===== config.mk =====
export PLATFORM = sky130hd
export DESIGN_NAME = iter_shifter
export DESIGN_NICKNAME = d
export VERILOG_FILES = /design/src/rtl/iter_shifter.sv
export SDC_FILE = /design/constraint.sdc
export NUM_CORES = 1
export LEC_CHECK = 0
export BUFFER_PORTS_ARGS = -buffer_cell sky130_fd_sc_hd__buf_2
export CAP_MARGIN = 20
export CORE_MARGIN = 5
export CORE_UTILIZATION = 30
export CTS_BUF_LIST = sky130_fd_sc_hd__clkbuf_16
export DETAILED_ROUTE_END_ITERATION = 8
export GPL_TIMING_DRIVEN = 1
export PLACE_DENSITY = 0.52
export REMOVE_ABC_BUFFERS = 1
export SYNTH_ARGS = -nofsm -noshare
export SYNTH_HDL_FRONTEND = slang
export SYNTH_SLANG_ARGS = --single-unit

===== constraint.sdc =====
create_clock -name clk -period 2.79 [get_ports clk]
set_input_delay 0.279 -clock clk [delete_from_list [all_inputs] [get_ports clk]]
set_output_delay 0.279 -clock clk [all_outputs]
set_load 0.02 [all_outputs]

===== src/rtl/iter_shifter.sv =====
// ---------------------------------------------------------------------------
// iter_shifter
// Multi-cycle shift/rotate unit for the execute stage. It shifts the operand
// by at most STEP bits per clock, so a full shift of in_amt bits takes
// ceil(in_amt/STEP) cycles. Requests and results use valid/ready handshakes,
// and only one request is in flight at a time.
//
// Ports:
//   clk        system clock, rising-edge active
//   rst        asynchronous active-high reset
//   in_valid   request present
//   in_ready   unit idle and able to accept a request
//   in_data    operand [WIDTH-1:0]
//   in_amt     unsigned shift amount [AW-1:0]
//   in_op      00 ROL, 01 SLL, 10 SRA, 11 SRL
//   out_valid  result available
//   out_ready  consumer takes the result
//   out_data   registered result [WIDTH-1:0]
//   busy       high while shifting or holding a result
// ---------------------------------------------------------------------------
module iter_shifter #(
  parameter int WIDTH = 16,
  parameter int STEP  = 4,
  localparam int AW   = $clog2(WIDTH)
) (
  input  logic             clk,
  input  logic             rst,
  input  logic             in_valid,
  output logic             in_ready,
  input  logic [WIDTH-1:0] in_data,
  input  logic [AW-1:0]    in_amt,
  input  logic [1:0]       in_op,
  output logic             out_valid,
  input  logic             out_ready,
  output logic [WIDTH-1:0] out_data,
  output logic             busy
);

  // Amount-sized constants carry one extra bit so that STEP == WIDTH and the
  // rotate complement (WIDTH - k) are representable.
  localparam logic [AW:0] STEP_W  = (AW+1)'(STEP);
  localparam logic [AW:0] WIDTH_W = (AW+1)'(WIDTH);

  typedef enum logic [1:0] {
    IDLE  = 2'b00,
    SHIFT = 2'b01,
    DONE  = 2'b10
  } state_t;

  state_t           state_r;
  logic [WIDTH-1:0] data_r;
  logic [AW-1:0]    rem_r;
  logic [1:0]       op_r;

  logic [AW:0]      k_s;
  logic [AW-1:0]    rem_next_s;
  logic [WIDTH-1:0] step_data_s;

  // One partial shift of d by k bits (0 <= k <= STEP) in the selected mode.
  // Rotating by k == 0 works because d >> WIDTH yields zero.
  function automatic logic [WIDTH-1:0] shift_step(
    input logic [WIDTH-1:0] d,
    input logic [AW:0]      k,
    input logic [1:0]       op
  );
    logic [WIDTH-1:0] r;
    case (op)
      2'b00:   r = (d << k) | (d >> (WIDTH_W - k));
      2'b01:   r = d << k;
      2'b10:   r = WIDTH'($signed(d) >>> k);
      2'b11:   r = d >> k;
      default: r = d;
    endcase
    return r;
  endfunction

  // Step size for this cycle and the resulting partial shift.
  // With STEP == WIDTH the remaining count is always below STEP, so k never
  // exceeds AW bits when it is subtracted from rem.
  always_comb begin
    k_s         = {(AW+1){1'b0}};
    rem_next_s  = rem_r;
    step_data_s = data_r;
    if ({1'b0, rem_r} >= STEP_W) begin
      k_s = STEP_W;
    end else begin
      k_s = {1'b0, rem_r};
    end
    rem_next_s  = rem_r - k_s[AW-1:0];
    step_data_s = shift_step(data_r, k_s, op_r);
  end

  // Control FSM and datapath registers.
  always_ff @(posedge clk or posedge rst) begin
    if (rst) begin
      state_r <= IDLE;
      data_r  <= {WIDTH{1'b0}};
      rem_r   <= {AW{1'b0}};
      op_r    <= 2'b00;
    end else begin
      case (state_r)
        IDLE: begin
          if (in_valid) begin
            data_r <= in_data;
            rem_r  <= in_amt;
            op_r   <= in_op;
            if (in_amt == {AW{1'b0}}) begin
              state_r <= DONE;
            end else begin
              state_r <= SHIFT;
            end
          end
        end
        SHIFT: begin
          data_r <= step_data_s;
          rem_r  <= rem_next_s;
          if (rem_next_s == {AW{1'b0}}) begin
            state_r <= DONE;
          end
        end
        DONE: begin
          // Result held until the consumer takes it; in_ready only rises
          // in the following cycle.
          if (out_ready) begin
            state_r <= IDLE;
          end
        end
        default: begin
          state_r <= IDLE;
        end
      endcase
    end
  end

  // Handshake outputs are decoded straight from the state register.
  assign in_ready  = (state_r == IDLE);
  assign out_valid = (state_r == DONE);
  assign busy      = (state_r != IDLE);
  assign out_data  = data_r;

endmodule


==> results of run 1 <==
[cells in the mapped netlist, types with 3 or more instances]
cell / n / area share (%)
a311oi_1: 3 / 1.0
dfrtp_1: 24 / 23
a211oi_1: 3 / 0.85
nand2b_1: 10 / 2.4
a21o_1: 5 / 1.4
o22ai_1: 9 / 2.1
o21ai_0: 11 / 2.1
inv_1: 9 / 1.3
o211ai_1: 3 / 0.85
mux2_2: 5 / 2.1
a21oi_1: 25 / 4.7
o21a_1: 6 / 1.7
a31oi_1: 16 / 3.8
mux2i_1: 13 / 4.9
buf_4: 3 / 0.85
buf_6: 3 / 1.3
buf_2: 14 / 2.7
nor3_1: 4 / 0.76
mux4_2: 18 / 15
nand2_1: 34 / 4.8
clkbuf_1: 19 / 2.7
nand3_1: 3 / 0.57
or3_1: 5 / 1.2
o22a_1: 3 / 1.0
o21bai_1: 4 / 1.1
nor2_1: 28 / 4.0
o2111ai_1: 3 / 1.0
[sequential cells by signal (all words and copies together) (netlist names)]
signal    count
out_data     16
rem_r         4
state_r       2
op_r          2
[power breakdown]
part	switching, uW	internal (uW)
clock	138	192
combinational	1520	1350
sequential	588	526
total	2240	2060
[through the flow]
stage	cell area, um^2	std cells	util, %	worst slack [ns]
after floorplan	2430	279	-	0.115
after global placement	2910	446	33.6	0.712
after detailed placement	2910	446	33.6	0.636
after CTS	2980	450	34.6	0.624
after global routing	2980	450	34.6	0.460
final	2980	450	34.6	0.615
[final cells by class]
type | count | share of cell area, %
Clock inverter | 1 | 0.126
Clock buffer | 3 | 2.52
Timing Repair Buffer | 59 | 11.2
Sequential cell | 24 | 20.2
Tap cell | 108 | 4.53
Inverter | 10 | 1.26
Multi-Input combinational cell | 245 | 60.3
[final timing paths]
path                            startpoint    endpoint  slack [ns]  cells after the start
worst max-delay path              rem_r[2]  state_r[0]        0.61                      7
worst min-delay path                   rst     op_r[1]        0.03                      2
worst max register to register    rem_r[2]  state_r[0]        0.61                      7
worst min register to register     op_r[0]     op_r[0]        0.65                      1
max in group asynchronous              rst    rem_r[0]        2.15                      3
min in group clk                  in_op[1]     op_r[1]        0.25                      2
[cell families after synthesis]
group / Yosys count / synth area share (%)
multiplexers: 36 / 22.4
buffers and inverters: 51 / 9.20
AO/OA/AOI/OAI: 104 / 25.9
flip-flops: 24 / 22.8
adder cells (fa/ha/maj): 2 / 0.854
AND/OR/NAND/NOR: 102 / 18.6
other: 1 / 0.142
[cell usage in the layout (no fill, tap or decap), types with 4 or more instances in the layout]
master	instances
a21o_1	5
a21oi_1	25
a31oi_1	16
buf_2	44
buf_4	15
dfrtp_1	23
inv_1	10
mux2_2	5
mux2i_1	13
mux4_2	18
nand2_1	34
nand2b_1	10
nor2_1	28
nor3_1	4
o21a_1	6
o21ai_0	11
o22ai_1	9
or3_1	5
[routing by layer]
layer / share of wire, % / track usage (%) / vias up
met2: 48 / 24.7 / 77
li1: - / - / 1237
met3: 5.1 / 2.11 / 8
met1: 46 / 22.8 / 1302
met4: 1.3 / 3.79 / 0
met5: 0 / 0 / -
[worst max-delay path: stages, from the launching register on]
cell	delay [ns]
dfrtp_1	0.68
or2_0	0.21
nand2_1	0.07
ha_1	0.24
or4b_1	0.46
o2111ai_1	0.13
o21ai_0	0.15
o21a_1	0.13
==> metrics.yaml, run 1 <==
htree_levels: 1
fin_crit_ns: 2.18
dr.pass1.iters: 5
wl_um: 8610
synth_cells: 320
cts_hold_buf: 0
leakage_uw: 0.00120
setup_tns_ns: 0
hold_viol_final: 0
die_w_um: 104
vias_per_cell: 5.83
clkSlewWorstSetupHoldPaths_ns: 0.07
min_period_over_period_pct: 78.0
io_buffers: 44
initialDrtViolationCount: 375
clock_skew_ns: 0.00161
worstPathArrival_ns: 2.33
ys_seq_elements: 24
fmax_ghz: 0.460
synth_cell_types: 55
multi_input_area_um2: 1800
crit_type: "reg2reg"
regArea_um2: 602
cp-end-kind: "register"
dr_total_vias: 2624
antennaDiodeCount: 0
status: "finished, final reports clean"
maxCapViolations: 0
nets: 370
grt_max_degree: 27
p_per_area_nw_per_um2: 1440
ir_drop_uv: 434
place_hpwl_um: 6100
num_rows: 34
cts_sinks: 24
power_uw: 4300
maxSlewViolCount: 0
synth_edf_count: 0
drc: 0
fp.dieH_um: 104
grt_antenna_before_repair: 0
core_um2: 8640
synth_ff_type: "dfrtp_1"
drive_gt1_share_pct: 26.9
ant_nets: 0
wl_per_cell_um: 19.1
hold-worst-slack_ns: 0.0277
die_area_um2: 10800
crit_required_ns: 2.95
synth_warnings: 0
post_cts_buffers: 0
cts_buffer_depth: 2
grt_pass1_vias: 2576
synth_area_um2: 2640
rsz0062_at_grt: "false"
max_slew_margin_pct: 55.2
pin_count: 45
cts_resized: 0
syn_avg_cell_area_um2: 8.24
worstMarginPinSlew_ns: 0.672
track_usage_pct: 15.7
hold_class: "in2async"
critical_path.max_fanout: 18
yosysSeqAreaShare_pct: 22.8
cts_made_buffers: 3
async_reset_ff_share_pct: 100
nFillCells: 921
gp_congestion: 0.827
worstSetupStartpointType: "register"
start_util_pct: 30.5
grt_overflow_total: 0
setup_viol_count_final: 0
area_delta_synth_final_pct: 13.1
clk_latency_ns: 0.26
cts_root_buf: "clkbuf_16"
cts_tree: "yes"
grt_pass1_wl_um: 14100
No activity file was read; power rests on OpenSTA's default activity.
==> inputs of run 2 (changes only) <==
==> constraint.sdc (replaced) <==
create_clock -name clk -period 2.15 [get_ports clk]
set_input_delay 0.215 -clock clk [delete_from_list [all_inputs] [get_ports clk]]
set_output_delay 0.215 -clock clk [all_outputs]
set_load 0.02 [all_outputs]
==> run 2 against run 1 <==
Compared with the run above: die area is the same; critical path depth down 2; via count rose by 3.4%; core utilization up 0.96 points; combinational power up 40%; global-route usage grew 0.40 points; non-clock buffer count grew 8; worst setup slack got worse by 0.40 ns; cell count grew 1.8%; sequential share of layout area fell by 0.54 points; flip-flop and latch count unchanged; clock skew up 0.0016 ns; critical endpoint is now out_data[3].
==> metrics.yaml, run 2 (synthesized netlist as in run 1, its figures left out) <==
status: "finished, final reports clean"
hold_viol_final: 0
cp-end-kind: "register"
setup_viol_count_final: 0
final_cell_mix: "44 x buf_2, 34 x nand2_1, 28 x nor2_1, 25 x a21oi_1, 23 x dfrtp_1"
worstPathArrival_ns: 2.08
max_stage_delay_ns: 0.46
crit_required_ns: 2.29
max_slew_margin_pct: 52.8
area_delta_synth_final_pct: 16.3
initialDrtViolationCount: 228
crit_slowest_cell: "nor3b_1"
crit_family: "simple AND/OR/NAND/NOR gates"
fp.dieH_um: 104
cts_made_buffers: 3
layout_commonest_cell: "buf_2"
grt_pass1_wl_um: 14600
nFillCells: 942
worstMarginPinSlew_ns: 0.708
maxCapViolations: 0
drc: 0
cts_buffer_depth: 2
core_um2: 8640
die_area_um2: 10800
cts_root_buf: "clkbuf_16"
dr.pass1.iters: 5
nets: 378
io_buffers: 44
setup_tns_ns: 0
track_usage_pct: 16.1
clock_skew_ns: 0.00323
regArea_um2: 602
cts_resized: 0
vias_per_cell: 5.92
wl_per_cell_um: 19.0
grt_antenna_before_repair: 0
rsz0062_at_grt: "false"
grt_max_degree: 31
gp_congestion: 0.870
start_util_pct: 30.5
fmax_ghz: 0.517
cts_tree: "yes"
clkSlewWorstSetupHoldPaths_ns: 0.07
grt_overflow_total: 0
pin_count: 45
place_hpwl_um: 6230
ant_nets: 0
cts_sinks: 24
hold_class: "in2reg"
crit_type: "reg2reg"
antennaDiodeCount: 0
p_per_area_nw_per_um2: 1870
min_period_over_period_pct: 90.0
worstSetupStartpointType: "register"
crit_buf_inv: 1
critical_path.max_fanout: 13
fin_crit_ns: 1.93
largest_reg_flops: 16
dr_total_vias: 2713
wl_um: 8710
fin_util_pct: 35.5
ir_drop_uv: 476
maxSlewViolCount: 0
grt_pass1_vias: 2633
multi_input_area_um2: 1800
num_rows: 34
clk_latency_ns: 0.27
drive_gt1_share_pct: 28.3
htree_levels: 1
path_cells: "buf_4 -> nor3b_1 -> mux2_2 -> o211ai_1 -> a31oi_1"
leakage_uw: 0.00124
die_w_um: 104
## run 2: changes by cell type in the layout (fill, tap and decap cells not counted)
cell / before / now
buf_8: 0 / 1
buf_4: 15 / 20
dlygate4sd3_1: 0 / 1
buf_12: 0 / 1
clkinv_1: 1 / 2
inv_1: 10 / 9
## run 2: cell type report
class	instances	area share [%]
clock buffers	3	2.45
clock inverters	1	0.122
inverters	10	1.22
multi-input cells	245	58.6
flip-flops and latches	24	19.6
well taps	108	4.41
repair buffers	67	13.5
## run 2: where the power goes
part | internal, uW | switching, uW | leakage [uW] | total (uW)
Clock | 250 | 190 | 0.0000385 | 440
Combinational | 1850 | 2140 | 0.000917 | 3990
Sequential | 686 | 615 | 0.000287 | 1300
## run 2: what timing repair did
item / 4_1_cts / 5_1_grt
setup buffers: 0 / 0
endpoints found under the hold margin: 11 / 0
hold buffers: 1 / 0
## run 2: worst paths after layout
| check | start | to | cells past startpoint | slack (ns) |
|---|---|---|---|---|
| max | rem_r[2] | out_data[3] | 5 | 0.22 |
| min | in_op[1] | op_r[1] | 2 | 0.18 |
| max reg2reg | rem_r[2] | out_data[3] | 5 | 0.22 |
| min reg2reg | state_r[1] | out_data[11] | 1 | 0.65 |
| max in group asynchronous | rst | rem_r[0] | 4 | 1.03 |
| min in group asynchronous | rst | op_r[1] | 3 | 0.51 |
## run 2: routing by layer
| metal | up-vias | part of all wire, % | GRT usage, % |
|---|---|---|---|
| met2 | 109 | 47 | 25.6 |
| li1 | 1247 | - | - |
| met4 | 0 | 1.7 | 3.61 |
| met5 | - | 0 | 0 |
| met1 | 1345 | 46 | 23.2 |
| met3 | 12 | 5.6 | 2.24 |
## run 2: through the flow
step	setup WS [ns]	hold slack [ns]	instances	area, um^2	power, uW
5_1_grt	0.0840	0.184	458	3070	6210
3_3_place_gp	0.220	0.268	452	2960	5230
3_5_place_dp	0.241	0.273	453	2980	5270
6_report	0.215	0.178	458	3070	5730
4_1_cts	0.219	0.176	458	3070	5730
2_1_floorplan	-0.525	0.230	279	2430	3870
